## src/rtl/fetch_sequencer.sv

```systemverilog
// fetch_sequencer: control FSM stepping the PC through fetch, issue, execute and update,
// with an instruction-memory timeout and misaligned-branch fault.
module fetch_sequencer #(
    parameter int PC_SIZE     = 32,
    parameter int INSTR_WIDTH = 64,
    parameter int MAX_WAIT    = 16
) (
    input  logic                   clk,
    input  logic                   rst,
    input  logic                   start,
    input  logic                   halt,
    input  logic [PC_SIZE-1:0]     pc,
    output logic                   pc_latch,
    output logic                   pc_branch,
    output logic [PC_SIZE-1:0]     pc_target,
    output logic                   imem_req,
    output logic [PC_SIZE-1:0]     imem_addr,
    input  logic                   imem_ready,
    input  logic [INSTR_WIDTH-1:0] imem_rdata,
    output logic                   instr_valid,
    output logic [INSTR_WIDTH-1:0] instr,
    input  logic                   exec_done,
    input  logic                   exec_branch,
    input  logic [PC_SIZE-1:0]     exec_target,
    output logic                   busy,
    output logic                   fault
);
    localparam int WW = $clog2(MAX_WAIT) + 1;
    typedef enum logic [2:0] {IDLE, FETCH, ISSUE, EXECUTE, UPDATE, FAULT} state_t;
    state_t                 state_q, state_d;
    logic [WW-1:0]          wait_q, wait_d;
    logic                   halt_q, halt_d;
    logic                   br_q, br_d;
    logic [PC_SIZE-1:0]     tgt_q, tgt_d;
    logic [INSTR_WIDTH-1:0] instr_q, instr_d;
    always_ff @(posedge clk or posedge rst) begin
        if (rst) begin
            state_q <= IDLE;
            wait_q  <= '0;
            halt_q  <= 1'b0;
            br_q    <= 1'b0;
            tgt_q   <= '0;
            instr_q <= '0;
        end else begin
            state_q <= state_d;
            wait_q  <= wait_d;
            halt_q  <= halt_d;
            br_q    <= br_d;
            tgt_q   <= tgt_d;
            instr_q <= instr_d;
        end
    end
    always_comb begin
        state_d = state_q;
        wait_d  = wait_q;
        halt_d  = halt_q | (busy & halt);
        br_d    = br_q;
        tgt_d   = tgt_q;
        instr_d = instr_q;
        case (state_q)
            IDLE: state_d = start ? FETCH : IDLE;
            FETCH: begin
                if (imem_ready) begin
                    instr_d = imem_rdata;
                    wait_d  = '0;
                    state_d = ISSUE;
                end else begin
                    wait_d  = wait_q + 1'b1;
                    state_d = (wait_q == WW'(MAX_WAIT - 1)) ? FAULT : FETCH;
                end
            end
            ISSUE: state_d = EXECUTE;
            EXECUTE: begin
                if (exec_done) begin
                    br_d    = exec_branch;
                    tgt_d   = exec_branch ? exec_target : '0;
                    state_d = (exec_branch && exec_target[2:0] != 3'd0) ? FAULT : UPDATE;
                end
            end
            UPDATE: begin
                state_d = halt_q ? IDLE : FETCH;
                halt_d  = halt_q ? 1'b0 : halt;
            end
            FAULT: state_d = FAULT;
            default: state_d = IDLE;
        endcase
    end
    assign busy        = (state_q != IDLE) && (state_q != FAULT);
    assign fault       = state_q == FAULT;
    assign imem_req    = state_q == FETCH;
    assign imem_addr   = imem_req ? pc : '0;
    assign instr_valid = state_q == ISSUE;
    assign instr       = fault ? '0 : instr_q;
    assign pc_latch    = state_q == UPDATE;
    assign pc_branch   = pc_latch & br_q;
    assign pc_target   = pc_branch ? tgt_q : '0;
endmodule

```

## config.mk

```make
export PLATFORM = sky130hd
export DESIGN_NAME = fetch_sequencer
export DESIGN_NICKNAME = d
export VERILOG_FILES = /design/src/rtl/fetch_sequencer.sv
export SDC_FILE = /design/constraint.sdc
export NUM_CORES = 1
export LEC_CHECK = 0
export ABC_AREA = 1
export CAP_MARGIN = 15
export CORE_ASPECT_RATIO = 0.6
export CORE_MARGIN = 3
export CORE_UTILIZATION = 30
export CTS_CLUSTER_SIZE = 14
export DETAILED_ROUTE_END_ITERATION = 8
export GPL_ROUTABILITY_DRIVEN = 0
export PLACE_DENSITY = 0.66
export SYNTH_ARGS = -nofsm -noshare
export SYNTH_HDL_FRONTEND = slang
export SYNTH_SLANG_ARGS = --single-unit
```

## constraint.sdc

```tcl
create_clock -name clk -period 6.5 [get_ports clk]
set_input_delay 0.975 -clock clk [delete_from_list [all_inputs] [get_ports clk]]
set_output_delay 0.975 -clock clk [all_outputs]
set_load 0.01 [all_outputs]
```

Word level (Yosys, flattened, before mapping). Cells that the tools add are included.

Bits of input ports: 135. Flip-flop bits (word level): 106. Logic and storage cells: 39. Output and inout bits: 134.

Add/sub/neg operators: 1. Bitwise gates (word level): 3. Multiplexer cells: 14. Reduce and logical (&&, ||, !) cells: 7. Equal/unequal tests: 8.

Operators by type and width (count): 2-to-1 mux 32 bit (3); 2-to-1 mux 64 bit (1); case mux 3 bit (6 select lines) (1); 2-to-1 mux 3 bit (3); == test 3 x 2 -> 1 bit, second input constant (2); == test 3 bit, second input constant (2); nonzero test 3 bit (2); adder 5 x 1 -> 5 bit, second input constant (1); == test 5 x 4 -> 1 bit, second input constant (1); 2-to-1 mux 1 bit (5); 2-to-1 mux 5 bit (1); AND reduction 2 bit (2); == test 3 x 1 -> 1 bit, second input constant (1); zero test 3 bit (1); inequality test 3 bit, second input constant (1); bitwise AND 1 bit (2); logical AND 1 bit (2); inequality test 2 bit, second input constant (1); bitwise OR 1 bit (1).

Logic depth before layout (Yosys ltp). Gate-level depths: netlist (run 1).

Depth in word-level cells: 5. Mapped depth: 8. Depth with buffers taken out: 6.

Worst setup path before layout (run 1). OpenSTA, ideal clock, no wires.

Path type: reg2out. Start point: register state_q[2]. End point: output pc_target[22]. Cell stages (with the launch flop): 6. Arrival time: 1309 ps. Path slack: 4216 ps. Path through: dfrtp_1 inv_2 nor3_2 nand2_1 clkbuf_1 nor2_1.

Cells in the longest elaborated chain, start to end: 3.

RTL lines: start, declared (line 30) `state_t state_q, state_d;`; start signal, assigned (line 45) `state_q <= state_d;`; == test 3 bit (line 94) `assign pc_latch = state_q == UPDATE;`; named net pc_latch (line 13) `output logic pc_latch,`; bitwise AND 1 bit (line 95) `assign pc_branch = pc_latch & br_q;`; 2-to-1 mux 32 bit (line 96) `assign pc_target = pc_branch ? tgt_q : '0;`; end, declared (line 15) `output logic [PC_SIZE-1:0] pc_target,`.

The timed path passes the listed nets, and every way through them passes these cells.

Worst setup path after layout (run 1).
Start point: register state_q[1]. End point: output imem_req.

Cells in the longest elaborated chain, start to end: 1.

RTL lines: == test 3 x 1 -> 1 bit (line 90) `assign imem_req = state_q == FETCH;`; end, declared (line 16) `output logic imem_req,`.

No other way between the ends.

==> results.md, run 1 <==
- Crit Path Class: reg -> out
- Largest net degree at the start of global routing: 67
- First-pass DRT Iterations: 4
- Maximum clock frequency: 0.274 GHz
- CP Cell Sequence: inv_1, nand2_1, nor2_4, buf_4, clkdlybuf4s50_1
- Root buffer cell: clkbuf_16
- Dpl cells: 1,191
- CP top delay family: buffers and inverters
- Final Non-Filler Cells: 1,208
- CTS tree: done
- Starting Density: 31.5%
- Run status: finished, final reports clean
- Worst-path clk slew: 0.07 ns
- First-pass GRT wire length: 27.1 mm
- Arr. time, crit path: 2.68 ns
- Mapped Cells: 732
- PwrDens: 401 nW/um^2
- Total chip power: 3.38 mW
- Syn. warnings: 0
- Req. time, crit path: 5.52 ns
- Main flop type after synthesis: dfrtp_1
- Worst-case clock buffer depth: 2
- Most common cell after layout, fill and taps aside: clkdlybuf4s50_1
- Final count of hold timing violations: 0
- Synth Register Bits: 106
- Row cnt: 36
- Slew @ Worst Pin: 0.737 ns
- Postcts setup bufs: 0
- Asr flop ratio synth: 100%
- Vias: 5,168
- Hold crit path type: reg -> reg
- Drt drc: 0
- EDFF count, synth: 0
- Relative slew slack: 50.8%
- Final net count: 1,113
- Routed WL: 16.6 mm
- Max cap viols: 0
- Port Buf Inserts: 268
- R2R Path Start: state_q[1]
- Post-Syn Area per Cell: 7.19 um^2
- I/O pin cnt: 269
- Critical Path End: imem_req
- RSZ-0062 raised after global routing: no
- Slew Viols, Final: 0
- Setup crit end kind: output pin
- Critical path buffers and inverters: 3
- FF-to-FF path depth: 8
- CTS resizes: 0
- DP Wirelength: 12.0 mm
- Ant. Diodes: 0
- Crit path depth: 5
- Sequential fraction of the synthesis area: 50.4%
- Hold Worst Slack: 0.473 ns
- Final TNS setup: 0 ns
- DR WL/cell: 13.8 um
- Top-area cell type share of the netlist area: 50.4%
- Most frequent cells in the layout: 267 x clkdlybuf4s50_1, 213 x nand2_1, 142 x inv_1, 106 x dfrtp_1, 103 x nand3_1
- Mapped Area: 5270 um^2
- Vias per cell: 4.28
- Drt first-iter violations: 226
- GRT Residual Overflow: 0
- Clock Skew: 0.0150 ns
- Reg2Reg Setup Slack: 3.68 ns
- Startpoint Class: flop
- Core box area: 16,700 um^2
- H-tree Lvls: 3
- Crit-path slowest cell: clkdlybuf4s50_1
- CTS buffer count: 9
- Clk Latency, worst-skew pair: 0.34 ns
- Area grow syn2layout: 60.0%
- Critical Path Max Stage Delay: 0.65 ns
- Crit path from: state_q[1]
- CP max FO: 51
- Post-synth top area cell: dfrtp_1
- Die width: 177 um
- Leakage Power: 4.34 nW
- Worst r2r dst: instr_q[42]
- Final setup vio count: 0
- ANT nets after route: 0
- Post-CTS Hold Buffers: 0
- Minimum clock period: 3.65 ns
- Max rail drop VDD: 0.154 mV
- Total die area: 19,200 um^2
- Vias in the first global route: 5,107
- Period utilization: 56.2%
- Clock sink count: 106
- Syn_nets: 869
- Antenna violations before repair: 0
- Die Ht: 109 um
- Ratio of cells with drive above 1 in the final layout: 3.27%
- All-Layer GR Usage: 17.6%
- Top cells by area, synth: dfrtp_1 50%, nand2_1 15%, inv_1 10%
- Post-synth cell types: 21
[synth_stat cells (3+ instances only)]
master,count
clkbuf_1,28
nand2_1,214
nor2_1,73
nand3_1,104
buf_2,10
inv_1,143
buf_4,5
o21ai_0,32
nand4_1,3
dfrtp_1,106
[logic make-up (layout without fill, tap and decap cells)]
kind of cell	Yosys count	in the layout	synth area share [%]
AOI/OAI and AO/OA	36	36	3.47
xor gates and xnor gates	1	1	0.166
adders and majority gates	2	2	0.475
buffers and inverters	188	436	14.0
DFF	106	106	50.4
muxes	1	1	0.190
and+or+nand+nor	398	398	31.3
[state kept, by name, summed over array words and instances, names as in the netlist]
register,cells
wait_q,5
state_q,3
tgt_q,32
instr_q,64
halt_q,1
br_q,1
[worst min-delay path by stage]
| stage | end | from | cells past startpoint | slack [ns] |
|---|---|---|---|---|
| after floorplan | br_q | br_q | 2 | 0.44 |
| after global placement | instr_q[43] | instr_q[43] | 2 | 0.45 |
| after detailed placement | instr_q[26] | instr_q[26] | 2 | 0.46 |
| after CTS | instr_q[26] | instr_q[26] | 2 | 0.48 |
| after global routing | instr_q[21] | instr_q[21] | 2 | 0.49 |
| final | instr_q[61] | instr_q[61] | 2 | 0.47 |
[metal layers]
metal	vias to the layer above	part of all wire, %	track usage [%]
met3	7	9.5	6.23
met1	2329	47	25.0
li1	2661	-	-
met5	-	0	0
met2	171	43	26.5
met4	0	0.53	2.58
[metrics by stage]
| step | util [%] | instance area (um^2) | setup slack (ns) |
|---|---|---|---|
| 5_1_grt | 50.4 | 8430 | 2.65 |
| 3_5_place_dp | 48.5 | 8100 | 3.09 |
| 2_1_floorplan | - | 5270 | 2.74 |
| 6_report | 50.4 | 8430 | 2.85 |
| 3_3_place_gp | 48.5 | 8100 | 3.19 |
| 4_1_cts | 50.2 | 8380 | 2.71 |
[final cells by class]
class / instances / area, um^2
clock buffers: 10 / 239
clock inverters: 5 / 47.5
flip-flops and latches: 106 / 2650
multi-input cells: 438 / 1890
inverters: 145 / 547
well taps: 228 / 285
repair buffers: 276 / 2770
fillers: 1606 / 8290
[worst min-delay path: cells and delay by family, from the launching register on]
family / cells / cell delay (ns)
DFF: 1 / 0.35
and+or+nand+nor: 2 / 0.10
[report_power, final]
part	total [mW]	leakage, nW	internal [mW]	switching (mW)
combinational	1.75	2.86	0.836	0.916
sequential	1.10	1.34	0.949	0.147
clock	0.528	0.139	0.275	0.252
total	3.38	4.34	2.06	1.32
No activity file was read; power rests on OpenSTA's default activity.
==> run 2, diff against run 1 <==
Clock period 6.5 ns to 3.73 ns, I/O delays scaled along.
==> run 2 against run 1 <==
Wire length rose by 0.76%. Count of clock-buffer cells in the layout fell by 1. Register-to-register slack got worse by 2.2 ns. Via count rose by 1.6%. Worst setup slack got worse by 2.4 ns. Power rose by 76%. Non-clock buffer count did not move. Sequential power rose by 75%. Final area barely moved. Critical path type unchanged. Critical endpoint is now instr[37]. Largest cell class unchanged.
==> results.md, run 2 (same netlist as run 1, synthesis figures left out) <==
- Run status: finished, final reports clean
- Total chip power: 5.94 mW (+76%)
- PwrDens: 705 nW/um^2 (+76%)
- Antenna violations before repair: 1 (+1)
- Area grow syn2layout: 60.1% (about the same)
- DR WL/cell: 13.9 um (+0.68%)
- Sw Share: 38.8% (-0.19 points)
- GRT Residual Overflow: 0 (unchanged)
- First-pass DRT Iterations: 4 (unchanged)
- Post-route cell area: 8430 um^2 (about the same)
- Relative slew slack: 42.6% (-8.3 points)
- Drt first-iter violations: 365 (+62%)
- NetSw: 2.30 mW (+75%)
- Reg with most FFs: instr_q
- Period utilization: 87.7%
- Req. time, crit path: 3.17 ns (-2.35 ns)
- H-tree Lvls: 3 (unchanged)
- Hold crit path type: reg -> reg
- Port Buf Inserts: 268 (unchanged)
- Clock group share of total power: 16.8% (+1.2 points)
- Vias: 5,249 (+1.6%)
- Drt drc: 0 (unchanged)
- Arr. time, crit path: 2.71 ns (+0.03 ns)
- Hold Worst Slack: 0.471 ns (-0.00123 ns)
- CTS resizes: 0 (unchanged)
- Combinational share of power: 50.8% (-1.1 points)
- Total die area: 19,200 um^2 (unchanged)
- Final TNS setup: 0 ns (unchanged)
- First-pass GRT wire length: 26.9 mm (-0.71%)
- Row cnt: 36 (unchanged)
- DP Wirelength: 12.2 mm (+1.8%)
- Final net count: 1,113 (unchanged)
- Number of fill cells: 1,664 (+3.6%)
- Starting Density: 31.5% (unchanged)
- Minimum clock period: 3.27 ns
- Maximum clock frequency: 0.306 GHz
- Clock Skew: 0.0144 ns (-0.000625 ns)
- Clock sink count: 106 (unchanged)
- Root buffer cell: clkbuf_16
- Post-CTS Hold Buffers: 0 (unchanged)
- Ant. Diodes: 0 (unchanged)
- CTS buffer count: 9 (unchanged)
- Placed Area: 8120 um^2 (+0.34%)
- CP max FO: 40 (-22%)
- Die Ht: 109 um (unchanged)
- Routed WL: 16.8 mm (+0.76%)
- Worst-path clk slew: 0.07 ns (about the same)
- Internal power: 3.64 mW (+77%)
- Postcts setup bufs: 0 (unchanged)
- Most frequent cells in the layout: 267 x clkdlybuf4s50_1, 213 x nand2_1, 142 x inv_1, 106 x dfrtp_1, 103 x nand3_1
- Clk Latency, worst-skew pair: 0.34 ns (about the same)
- Core box area: 16,700 um^2 (unchanged)
- Vias per cell: 4.34 (+1.5%)
- Reg2Reg Setup Slack: 1.47 ns (-2.21 ns)
- Leakage Power: 4.35 nW (+0.21%)
- CTS tree: done
- Slew @ Worst Pin: 0.860 ns (+0.123 ns)
- All-Layer GR Usage: 17.5% (-0.13 points)
- Top flop regs: instr_q (64), tgt_q (32), wait_q (5)
- Final count of hold timing violations: 0 (unchanged)
- Most common cell after layout, fill and taps aside: clkdlybuf4s50_1
- Ratio of cells with drive above 1 in the final layout: 3.36% (+0.099 points)
- RSZ-0062 raised after global routing: no
- Vias in the first global route: 5,005 (-2.0%)
- Slew Viols, Final: 0 (unchanged)
- Final setup vio count: 0 (unchanged)
- Startpoint Class: flop
- Max cap viols: 0 (unchanged)
- Max rail drop VDD: 0.403 mV (+160%)
- Setup crit end kind: output pin
- Crit Path Class: reg -> out
- Part of the power in registers: 32.4% (about the same)
- Die width: 177 um (unchanged)
- Worst-case clock buffer depth: 2 (unchanged)
- Largest net degree at the start of global routing: 71 (+6.0%)
- I/O pin cnt: 269 (unchanged)
- ANT nets after route: 0 (unchanged)
- Max FFs per register: 64 (unchanged)
[run 2: cell types whose count changed in the layout (fill, tap and decap cells not counted)]
cell,previous run,this run
clkbuf_8,1,0
inv_6,0,3
buf_4,6,7
clkinv_2,0,1
buf_16,1,0
inv_8,2,1
buf_8,1,0
clkinv_4,2,1
bufinv_16,0,1
buf_12,0,1
clkinvlp_4,1,0
[run 2: metrics by stage]
step | cells | util, % | worst slack (ns)
after floorplan | 732 | - | 0.382
after global placement | 1193 | 48.6 | 0.835
after detailed placement | 1193 | 48.6 | 0.769
after CTS | 1209 | 50.4 | 0.419
after global routing | 1209 | 50.4 | 0.235
final | 1209 | 50.4 | 0.460
[run 2: power groups by stage]
stage	sequential (mW)	clock, mW	combinational (mW)
global route	1.99	1.07	3.41
global placement	1.94	0	3.03
finish	1.93	0.995	3.02
CTS	1.92	1.03	3.07
floorplan	1.87	0	1.60
detailed placement	1.94	0	3.06
[run 2: worst paths after layout]
| path | startpoint | endpoint | depth (start not counted) |
|---|---|---|---|
| hold reg to reg | instr_q[7] | instr_q[7] | 2 |
| hold / removal | instr_q[7] | instr_q[7] | 2 |
| min in group asynchronous | rst | instr_q[44] | 2 |
| setup reg to reg | state_q[1] | instr_q[57] | 8 |
| max in group asynchronous | rst | instr_q[35] | 3 |
| setup / recovery | state_q[1] | instr[37] | 6 |
[run 2: final cells by class]
cell class,count,area [um^2],share of cell area (%)
Tap cell,228,285,3.38
Timing Repair Buffer,276,2750,32.6
Clock inverter,7,81.3,0.965
Inverter,145,547,6.49
Clock buffer,9,225,2.67
Sequential cell,106,2650,31.5
Multi-Input combinational cell,438,1890,22.4
[run 2: routing by layer]
layer | global-route usage [%] | part of all wire (%)
met3 | 6.09 | 9.8
met1 | 26.0 | 49
met4 | 2.02 | 0.24
met5 | 0 | 0.066
met2 | 25.2 | 41
[run 2: worst max-delay path: stages, from the launching register on]
cell and delay [ns]:
dfrtp_1 0.46, inv_1 0.12, nand3_2 0.66, buf_4 0.51, nand2_1 0.10, inv_1 0.04, clkdlybuf4s50_1 0.47
